**config.mk**
```make
export PLATFORM = sky130hd
export DESIGN_NAME = aes_word_packer
export DESIGN_NICKNAME = d
export VERILOG_FILES = /design/src/rtl/aes_word_packer.sv
export SDC_FILE = /design/constraint.sdc
export NUM_CORES = 1
export LEC_CHECK = 0
export BUFFER_PORTS_ARGS = -buffer_cell sky130_fd_sc_hd__buf_2
export CAP_MARGIN = 20
export CORE_ASPECT_RATIO = 0.7
export CORE_MARGIN = 5
export CORE_UTILIZATION = 55
export DETAILED_ROUTE_END_ITERATION = 12
export GPL_TIMING_DRIVEN = 1
export PLACE_DENSITY = 0.76
export SLEW_MARGIN = 20
export SYNTH_ARGS = -nofsm -noshare
export SYNTH_HDL_FRONTEND = slang
export SYNTH_SLANG_ARGS = --single-unit
```
**constraint.sdc**
```tcl
create_clock -name s00_axi_aclk -period 6.4 [get_ports s00_axi_aclk]
set_clock_uncertainty 0.1 [all_clocks]
set_input_delay 0.96 -clock s00_axi_aclk [delete_from_list [all_inputs] [get_ports s00_axi_aclk]]
set_output_delay 0.96 -clock s00_axi_aclk [all_outputs]
set_load 0.03 [all_outputs]
```
**src/rtl/aes_word_packer.sv**
```systemverilog
// aes_word_packer
//   Upstream stage of the AES256 core. A word FIFO buffers the 32-bit words
//   written over AXI. A collect/hold packer pops one word per clock into a
//   shift register until WORDS_PER_BLOCK words are present. It then presents
//   the block and holds it until the AES engine accepts it.
//
//   Optional build macro: PACKER_BYTE_SWAP_EN. When it is defined, each word
//   is byte-reversed as it enters the shift register. FIFO contents and
//   level are not affected by this macro.
//
// Ports
//   s00_axi_aclk     clock
//   s00_axi_aresetn  asynchronous active-low reset
//   flush            synchronous clear of FIFO, packer and overflow flag
//   in_data/valid    word input; in_ready = FIFO not full
//   out_data/valid   assembled block; the first accepted word is in the MSBs
//   out_ready        block accepted by the engine
//   level            number of words in the FIFO (words already in the packer are excluded)
//   overflow         sticky flag: a word was offered while the FIFO was full
module aes_word_packer #(
  parameter int DEPTH           = 8,
  parameter int WORDS_PER_BLOCK = 4
) (
  input  logic                            s00_axi_aclk,
  input  logic                            s00_axi_aresetn,
  input  logic                            flush,
  input  logic [31:0]                     in_data,
  input  logic                            in_valid,
  output logic                            in_ready,
  output logic [32*WORDS_PER_BLOCK-1:0]   out_data,
  output logic                            out_valid,
  input  logic                            out_ready,
  output logic [$clog2(DEPTH+1)-1:0]      level,
  output logic                            overflow
);

  localparam int PW = (DEPTH > 1) ? $clog2(DEPTH) : 1;
  localparam int LW = $clog2(DEPTH + 1);
  localparam int CW = $clog2(WORDS_PER_BLOCK + 1);
  localparam int BW = 32 * WORDS_PER_BLOCK;
  localparam logic [LW-1:0] FULL = LW'(DEPTH);
  localparam logic [CW-1:0] LAST = CW'(WORDS_PER_BLOCK - 1);

  typedef enum logic {COLLECT, HOLD} state_t;

  state_t          state_q, state_d;
  logic [31:0]     mem [DEPTH];
  logic [PW-1:0]   wr_ptr, rd_ptr;
  logic [CW-1:0]   cnt;
  logic [BW-1:0]   sreg;
  logic            push, pop;
  logic [31:0]     pop_word;

  function automatic logic [31:0] word_map(input logic [31:0] w);
`ifdef PACKER_BYTE_SWAP_EN
    return {w[7:0], w[15:8], w[23:16], w[31:24]};
`else
    return w;
`endif
  endfunction

  // in_ready is based only on level, so a pop in the same cycle does not open a slot early.
  assign in_ready  = (level != FULL);
  assign push      = in_valid & in_ready;
  assign out_valid = (state_q == HOLD);
  assign out_data  = sreg;
  assign pop_word  = word_map(mem[rd_ptr]);

  always_comb begin
    state_d = state_q;
    pop     = 1'b0;
    case (state_q)
      COLLECT: begin
        if (level != '0) begin
          pop = 1'b1;
          if (cnt == LAST) state_d = HOLD;
        end
      end
      HOLD: if (out_ready) state_d = COLLECT;
      default: state_d = COLLECT;
    endcase
    if (flush) state_d = COLLECT;
  end

  always_ff @(posedge s00_axi_aclk or negedge s00_axi_aresetn) begin
    if (!s00_axi_aresetn) begin
      state_q  <= COLLECT;
      wr_ptr   <= '0;
      rd_ptr   <= '0;
      level    <= '0;
      cnt      <= '0;
      overflow <= 1'b0;
      sreg     <= '0;
    end else begin
      state_q <= state_d;
      if (flush) begin
        // out_data (sreg) is intentionally left stale; out_valid already drops.
        wr_ptr   <= '0;
        rd_ptr   <= '0;
        level    <= '0;
        cnt      <= '0;
        overflow <= 1'b0;
      end else begin
        if (push) wr_ptr <= wr_ptr + 1'b1;
        if (pop)  rd_ptr <= rd_ptr + 1'b1;
        case ({push, pop})
          2'b10:   level <= level + 1'b1;
          2'b01:   level <= level - 1'b1;
          default: level <= level;
        endcase
        if (in_valid && !in_ready) overflow <= 1'b1;
        if (pop) begin
          // Shifting (instead of slicing) keeps WORDS_PER_BLOCK == 1 legal.
          sreg <= (sreg << 32) | BW'(pop_word);
          cnt  <= cnt + 1'b1;
        end else if (state_q == HOLD && out_ready) begin
          cnt  <= '0;
        end
      end
    end
  end

  // Storage has no reset; only the pointers and level decide what is valid.
  always_ff @(posedge s00_axi_aclk) begin
    if (push && !flush) mem[wr_ptr] <= in_data;
  end

endmodule

```
==> run metrics, run 1 <==
total area of sequential cells 11270 µm²; top-count cell post-synth edfxtp_1; hold_buf cts 0; Avg WL per Cell 22.63 µm; P per Cell Area 504.0 nW/µm²; P&R area growth vs syn 15.78%; Resized Gates After CTS 0; Starting Density 55.45%; largest net degree at the start of global routing 161; filler instances 1872; WL final 30910 µm; Synth area leaders edfxtp_1 (50%), dfrtp_1 (23%), mux4_2 (9.4%); synth cell count leaders edfxtp_1 (256), dfrtp_1 (143), mux2_2 (64), mux4_2 (64), nor2_1 (48); Clock Latency Late Sink 520 ps; antenna cells 0; H-tree Lvls 2; Worst VDD drop 0.3255 mV; core area 27630 µm²; Longest Clk Path Bufs 3; Setup-failing EPs final 0; top_reg_cell synth edfxtp_1; Pre-Repair DR Iteration Count 5; Post-CTS Setup Bufs 0; Final nets 1012; first-pass GRT wire length 47750 µm; Final HPWL DP 19110 µm; final hold vios 0; MaxCap Viol Count 0; #FFs+latches synth 399; Port-buffer cells 171; Final Util 64.20%; Clock Sinks 399; CTS clock-pin slew for the worst setup and hold paths 60 ps; leading area contributor after synthesis edfxtp_1; Routed Antenna Nets 0; root buf cell clkbuf_16; CP Cell Sequence or4b_1 -> buf_2; Total GRT Usage 19.83%; Worst Max-Slew Pin Slew 1003 ps; Via-to-Cell Ratio 5.694; Period minus WS final 3000 ps; Leak Pwr 6.406 nW; die width 209.5 µm; Yosys top cell area share 50.17%; initial antenna violation count 7; Die H 149.6 µm; Initial DRC Count 664; Max transition margin 33.06%; # IOs 172; GRT Residual Overflow 0; Unique masters post-synth 39; share of layout cells above drive strength 1 41.01%; worst path required time 5340 ps; RePlAce Congestion 0.7487; WP data arrival 1940 ps; RSZ-0062 raised after global routing no; Post-synth EDFFs 256; syn avg cell area 19.42 µm²; yosys synthesis warning count 0; row cnt 51; CP peak stage delay 680 ps; status finished, final reports clean; area of the multi-input gates 3841 µm²; register area share after synthesis 73.53%; final setup TNS 0 ps; Post-route DRC 0; post-layout instance area 17740 µm²; post-synth net total 832; worst min path class reg2reg; f_max 333.4 MHz; CP Class reg2out; CP Max Fanout 10; asr flop ratio synth 35.84%; vias in the first global route 7823; vias post-DR 7778; Post-Place Cell Area 16560 µm²; Max Slew Vio Count 0; total CTS buffers 37; fin crit share 46.87%; die area 31350 µm²; CTS tree built; Mapped Cells 789; Post-Syn Area 15320 µm²; slowest stage cell on the critical path or4b_1; CP startpoint kind register; crit end category output pin
[final timing paths]
check                                 from       endpoint  slack (ps)  cells past startpoint
setup / recovery                  level[1]       in_ready        3400                      2
hold reg to reg               out_data[45]   out_data[45]         400                      1
max in group asynchronous  s00_axi_aresetn      rd_ptr[0]        4620                      2
hold / removal                out_data[45]   out_data[45]         400                      1
setup reg to reg                 rd_ptr[0]   out_data[10]        3470                      4
min in group asynchronous  s00_axi_aresetn  out_data[124]         410                      1
[flip-flops by register name, indices dropped and copies added, names as in the netlist]
name       flops
out_data     128
overflow       1
out_valid      1
level          4
mem          256
rd_ptr         3
cnt            3
wr_ptr         3
[cell usage in the layout, fill, tap and decap left out, types with 3 or more instances in the layout]
master	n
a21oi_1	42
a31oi_1	3
buf_2	170
buf_4	12
clkbuf_1	11
clkbuf_16	39
clkbuf_8	4
clkinv_2	4
dfrtp_1	140
edfxtp_1	256
ha_1	6
mux2_1	3
mux2_2	64
mux2_4	30
mux2i_1	33
mux4_2	64
nand2_1	7
nand2b_1	5
nand3_1	5
nor2_1	42
nor2_2	6
nor3_1	3
nor3b_1	3
o21ai_0	4
or3_1	4
xor2_1	3
[stage by stage]
| stage | setup WS [ps] | total power, mW | std cells | hold slack [ps] |
|---|---|---|---|---|
| 6_report | 3400 | 8.940 | 1366 | 397.6 |
| 3_3_place_gp | 3162 | 6.799 | 1301 | 372.8 |
| 4_1_cts | 3391 | 9.020 | 1366 | 398.7 |
| 2_1_floorplan | 1913 | 5.949 | 789 | 395.1 |
| 5_1_grt | 3184 | 9.386 | 1366 | 414.8 |
| 3_5_place_dp | 3076 | 6.866 | 1301 | 384.1 |
[layout make-up]
class,count,area share (%)
timing repair buffer,184,5.480
sequential,399,63.54
clock inverter,11,0.6207
tap,371,2.617
multi-input combinational,345,21.65
clock buffer,54,6.045
inverter,2,0.04232
[critical path, delay by kind of cell (launching register included)]
kind	cells	cell delay [ps]
and+or+nand+nor	1	680
DFF	1	500
buffers and inverters	1	240
[per-layer routing]
metal / wire (µm) / global-route usage [%] / vias to the layer above
met5: 75 / 0 / -
met4: 439 / 3.750 / 14
met3: 2567 / 5.386 / 52
met2: 13340 / 27.99 / 267
met1: 14480 / 31.67 / 4006
li1: - / - / 3439
[where the power goes]
part           total (mW)  leakage, nW  internal [mW]  switching (mW)
Combinational        3.10         1.90           1.28            1.82
Clock                2.14        0.579           1.25           0.892
Sequential           3.70         3.93           3.25           0.452
[kinds of logic after synthesis]
kind of cell,synth area share (%)
adder cells (fa/ha/maj),0.4899
XOR/XNOR,0.2859
flip-flops,73.53
multiplexers,19.43
AO/OA/AOI/OAI,1.854
AND/OR/NAND/NOR,2.850
buffers and inverters,1.568
No activity file was read; power rests on OpenSTA's default activity.
==> inputs of run 2 (changes only) <==
==> constraint.sdc (replaced) <==
create_clock -name s00_axi_aclk -period 3 [get_ports s00_axi_aclk]
set_clock_uncertainty 0.1 [all_clocks]
set_input_delay 0.45 -clock s00_axi_aclk [delete_from_list [all_inputs] [get_ports s00_axi_aclk]]
set_output_delay 0.45 -clock s00_axi_aclk [all_outputs]
set_load 0.03 [all_outputs]
==> run 2 against run 1 <==
Compared with the run above: register-to-register slack lost 3200 ps; total power grew 120%; via count grew 0.81%; non-clock buffer count grew 20; combinational power grew 120%; routed wire length grew 0.15%; clock power grew 120%; core utilization grew 1.4 points; sequential power grew 110%; first-iteration DRC count shrank 3.8%; sequential share of layout area shrank 1.3 points; hold slack lost 320 ps.
==> run metrics, run 2 (synthesized netlist as in run 1, its figures left out) <==
final setup TNS 0 ps (unchanged); Period minus WS final 2699 ps; CP Max Fanout 10 (unchanged); fin crit share 89.97%; commonest cells after routing, fill and taps aside edfxtp_1 (256), buf_2 (170), dfrtp_1 (140); antenna cells 0 (unchanged); RePlAce Congestion 0.7725 (+3.2%); Post-Place Cell Area 16850 µm² (+1.8%); # IOs 172 (unchanged); Post-route DRC 0 (unchanged); P&R area growth vs syn 18.26%; max reg flops 256 (unchanged); root buf cell clkbuf_16; Die H 149.6 µm (unchanged); area of the multi-input gates 3884 µm² (+1.1%); most common cell after layout, fill and taps aside edfxtp_1; Via-to-Cell Ratio 5.649 (-0.79%); RSZ-0062 raised after global routing no; WP data arrival 3020 ps (+1080 ps); Clock Sinks 399 (unchanged); die area 31350 µm² (unchanged); post-layout instance area 18120 µm² (+2.1%); vias in the first global route 7973 (+1.9%); Min-Delay Path Depth 2 (+1); crit end category register; status finished, final reports clean; GRT Residual Overflow 0 (unchanged); die width 209.5 µm (unchanged); worst min path class in2reg; final hold vios 0 (unchanged); largest net degree at the start of global routing 87 (-46%); f_max 370.5 MHz; Max Slew Vio Count 0 (unchanged); Pre-Repair DR Iteration Count 5 (unchanged); CTS clock-pin slew for the worst setup and hold paths 60 ps (about the same); Longest Clk Path Bufs 3 (unchanged); total CTS buffers 37 (unchanged); row cnt 51 (unchanged); total area of sequential cells 11270 µm² (unchanged); CP Class reg2reg; Resized Gates After CTS 0 (unchanged); H-tree Lvls 2 (unchanged); Max transition margin 56.05% (+23 points); reg2reg setup slack 300 ps (-3170 ps); Final nets 1032 (+2.0%); Routed Antenna Nets 0 (unchanged); most flop-heavy register mem; Worst Max-Slew Pin Slew 659.3 ps (-343.7 ps); Place WS 317.3 ps (-2759 ps); Avg WL per Cell 22.30 µm (-1.4%); MaxCap Viol Count 0 (unchanged); Clock Latency Late Sink 510 ps (about the same); initial antenna violation count 4 (-3); Final Util 65.58% (+1.4 points); vias post-DR 7841 (+0.81%); WL final 30950 µm (+0.15%); Leak Pwr 6.562 nW (+2.4%); worst path required time 3320 ps (-2020 ps); Setup-failing EPs final 0 (unchanged); Final HPWL DP 19310 µm (+1.1%); share of layout cells above drive strength 1 42.18% (+1.2 points); Initial DRC Count 639 (-3.8%); CP startpoint kind register; filler instances 1803 (-3.7%); core area 27630 µm² (unchanged); path depth of the worst reg2reg path 7 (+3); Worst VDD drop 0.5170 mV (+59%); Total GRT Usage 19.97% (+0.14 points); Worst Setup Slack, final 300.9 ps (-3100 ps); first-pass GRT wire length 48270 µm (+1.1%); Port-buffer cells 171 (unchanged); Starting Density 55.45% (unchanged); CTS tree built; P per Cell Area 1071 nW/µm² (+110%)
-- run 2: changes by cell type in the layout (fill, tap and decap cells not counted), moves of 2 or more --
cell	before	now
buf_4	12	22
buf_12	1	10
nor2_2	6	0
nor2_4	0	6
clkbuf_1	11	6
clkinv_1	2	7
clkbuf_8	4	7
bufinv_16	2	4
clkinv_2	4	2
nor3_2	2	0
nor3_4	1	3
-- run 2: path summary, 6_finish.rpt --
kind	startpoint	end
worst max-delay path	level[1]	level[3]
worst min-delay path	flush	wr_ptr[2]
worst max register to register	level[1]	level[3]
worst min register to register	overflow	overflow
max in group asynchronous	s00_axi_aresetn	out_data[14]
min in group asynchronous	s00_axi_aresetn	out_data[101]
-- run 2: worst max-delay path, stage by stage (launching register included) --
cell      delay, ps
dfrtp_1         500
or3_1           480
a21oi_1         280
ha_1            320
a31oi_1         190
o41a_1          210
mux2_2          340
a211oi_1        200
-- run 2: per-layer routing --
| layer | GRT usage [%] | routed length, µm | up-vias |
|---|---|---|---|
| met4 | 3.358 | 286 | 6 |
| met2 | 29.62 | 13570 | 277 |
| li1 | - | - | 3482 |
| met5 | 0 | 40 | - |
| met3 | 4.568 | 2511 | 33 |
| met1 | 31.40 | 14550 | 4043 |
-- run 2: final cells by class --
class | count | area share, %
Tap cell | 371 | 2.562
Inverter | 2 | 0.04143
Timing Repair Buffer | 204 | 6.829
Clock buffer | 52 | 5.931
Multi-Input combinational cell | 345 | 21.43
Sequential cell | 399 | 62.21
Clock inverter | 15 | 0.9943
-- run 2: through the flow --
| stage | instances | total power [mW] | hold slack [ps] |
|---|---|---|---|
| 6_report | 1388 | 19.40 | 77.82 |
| 4_1_cts | 1388 | 19.58 | 57.65 |
| 3_5_place_dp | 1320 | 14.76 | 390.0 |
| 5_1_grt | 1388 | 20.35 | 81.69 |
| 3_3_place_gp | 1320 | 14.61 | 384.4 |
| 2_1_floorplan | 789 | 12.69 | 54.41 |
-- run 2: where the power goes --
part	internal [mW]	leakage (nW)	total [mW]	switching [mW]
logic	2.84	2.02	6.78	3.94
clock network	2.85	0.612	4.76	1.91
registers	6.94	3.93	7.87	0.930
total	12.6	6.56	19.4	6.78
-- run 2: timing repair --
item                      4_1_cts  5_1_grt
buffers inserted                0        0
hold endpoints to repair       64        0
hold buffers                    1        0
==> inputs of run 3 (changes only) <==
--- a/config.mk
+++ b/config.mk
@@ -12,7 +12,7 @@
 export CORE_UTILIZATION = 55
 export DETAILED_ROUTE_END_ITERATION = 12
 export GPL_TIMING_DRIVEN = 1
-export PLACE_DENSITY = 0.76
+export PLACE_DENSITY = 0.75
 export SLEW_MARGIN = 20
 export SYNTH_ARGS = -nofsm -noshare
 export SYNTH_HDL_FRONTEND = slang
==> run 3 against run 2 <==
Compared with the run above: die area stayed put; fmax is 0.73% higher; first-iteration DRC count is 2.7% higher; routed wire length is 0.41% lower; cell area is 0.66% lower; sequential power hardly changed; combinational power is 0.7% higher; largest cell class unchanged.
==> run metrics, run 3 (synthesized netlist as in run 1, its figures left out) <==
H-tree Lvls 2 (unchanged); root buf cell clkbuf_16; WL final 30830 µm (-0.41%); final hold vios 0 (unchanged); Routed Antenna Nets 0 (unchanged); Tot Pwr 19.18 mW (-1.1%); die width 209.5 µm (unchanged); WP data arrival 3010 ps (about the same); share of layout cells above drive strength 1 41.31% (-0.87 points); Worst Setup Slack, final 320.6 ps (+19.68 ps); row cnt 51 (unchanged); Int Pwr 12.35 mW (-2.2%); Pre-Repair DR Iteration Count 5 (unchanged); RePlAce Congestion 0.7865 (+1.8%); Post-Place Cell Area 16820 µm² (-0.18%); area of the multi-input gates 3864 µm² (-0.52%); total CTS buffers 37 (unchanged); Via-to-Cell Ratio 5.651 (about the same); Place WS 350.5 ps (+33.16 ps); Starting Density 55.45% (unchanged); Leak Pwr 6.477 nW (-1.3%); Post-CTS Setup Bufs 0 (unchanged); Max transition margin 56.31% (+0.26 points); post-layout instance area 18000 µm² (-0.66%); Clock Sinks 399 (unchanged); DR top layer met5; most common cell after layout, fill and taps aside edfxtp_1; # IOs 172 (unchanged); CP Max Fanout 10 (unchanged); slowest stage cell on the critical path dfrtp_1; P per Cell Area 1066 nW/µm² (-0.47%); commonest cells after routing, fill and taps aside edfxtp_1 (256), buf_2 (170), dfrtp_1 (140); vias post-DR 7793 (-0.61%); Final HPWL DP 18970 µm (-1.8%); CP Cell Sequence or3_1 -> a21oi_1 -> ha_1 -> a31oi_1 -> o41a_1 -> mux2_2 -> a211oi_1; CP peak stage delay 500 ps (about the same); most flop-heavy register mem; RSZ-0062 raised after global routing no; Clock Latency Late Sink 520 ps (about the same); clock share of power 23.5% (-1.0 points); Period minus WS final 2679 ps (-19.68 ps); CTS clock-pin slew for the worst setup and hold paths 60 ps (about the same); Port-buffer cells 171 (unchanged); Post-route DRC 0 (unchanged); Final nets 1024 (-0.78%); placed insts 1312 (-0.61%); CTS tree built; worst path required time 3330 ps (about the same); combinational group share of total power 35.6% (+0.7 points); CP startpoint kind register; first-pass GRT wire length 48040 µm (-0.47%); die area 31350 µm² (unchanged); filler instances 1861 (+3.2%); hold slack 90.79 ps (+12.98 ps); core area 27630 µm² (unchanged); vias in the first global route 7988 (+0.19%); Max Slew Vio Count 0 (unchanged); total area of sequential cells 11270 µm² (unchanged); worst min path class in2reg; GRT Residual Overflow 0 (unchanged); CP Class reg2reg; Sw Pwr 6.836 mW (+0.79%); worst path bufs/invs 0 (unchanged); Die H 149.6 µm (unchanged); crit end category register; f_max 373.2 MHz (+0.73%); initial antenna violation count 2 (-2); routed wl met3 2561 µm (+2.0%); status finished, final reports clean; Flop pwr share 40.9% (+0.4 points); Avg WL per Cell 22.35 µm (+0.24%); CP top delay family compound AO/OA/AOI/OAI gates; largest net degree at the start of global routing 70 (-20%); Final Instance Count excl. Fillers 1379 (-0.65%); Sw Ratio 35.64% (+0.68 points); MaxCap Viol Count 0 (unchanged); Initial DRC Count 656 (+2.7%); Total GRT Usage 19.88% (-0.086 points); P&R area growth vs syn 17.48%; Metal-1 WL 14340 µm (-1.4%); Resized Gates After CTS 0 (unchanged); Setup-failing EPs final 0 (unchanged); Worst VDD drop 0.4673 mV (-9.6%); max reg flops 256 (unchanged); Worst Max-Slew Pin Slew 655.4 ps (-3.947 ps); Longest Clk Path Bufs 3 (unchanged); WL met2 13580 µm (about the same); fin crit share 89.31% (-0.66 points)
==> run 3: worst paths after layout <==
| kind | slack [ps] | endpoint | start | cells after the start |
|---|---|---|---|---|
| min in group asynchronous | 380 | out_data[111] | s00_axi_aresetn | 2 |
| min reg2reg | 400 | out_data[105] | out_data[105] | 1 |
| max reg2reg | 320 | level[3] | level[1] | 7 |
| min | 90 | mem[4][25] | in_data[25] | 1 |
| max | 320 | level[3] | level[1] | 7 |
| max in group asynchronous | 1610 | out_data[78] | s00_axi_aresetn | 3 |
==> run 3: power groups by stage <==
stage,clock (mW),combinational [mW],sequential (mW)
CTS,4.59,6.90,7.84
detailed placement,0,6.85,7.94
global route,4.85,7.29,7.99
finish,4.51,6.83,7.84
floorplan,0,3.32,9.37
global placement,0,6.74,7.88
==> run 3: cell type report <==
type / instances / area share [%]
Sequential cell: 399 / 62.62
Multi-Input combinational cell: 345 / 21.46
Timing Repair Buffer: 196 / 6.819
Clock buffer: 53 / 5.693
Tap cell: 371 / 2.579
Clock inverter: 12 / 0.7715
Inverter: 2 / 0.04170
Antenna cell: 1 / 0.01390
==> run 3: per-stage QoR <==
step	setup TNS, ps	util (%)
final	0	65.15
after detailed placement	0	60.89
after global routing	0	65.14
after floorplan	-44370	-
after CTS	0	65.14
after global placement	0	60.89
==> run 3: timing repair <==
item,in CTS,in global routing
setup endpoints to repair,0,0
hold buffers,1,0
endpoints found under the hold margin,56,0
==> run 3: metal layers <==
metal | vias to the layer above | GRT usage [%]
met5 | - | 0
met1 | 4023 | 31.22
li1 | 3456 | -
met3 | 33 | 4.904
met2 | 277 | 29.20
met4 | 4 | 3.391
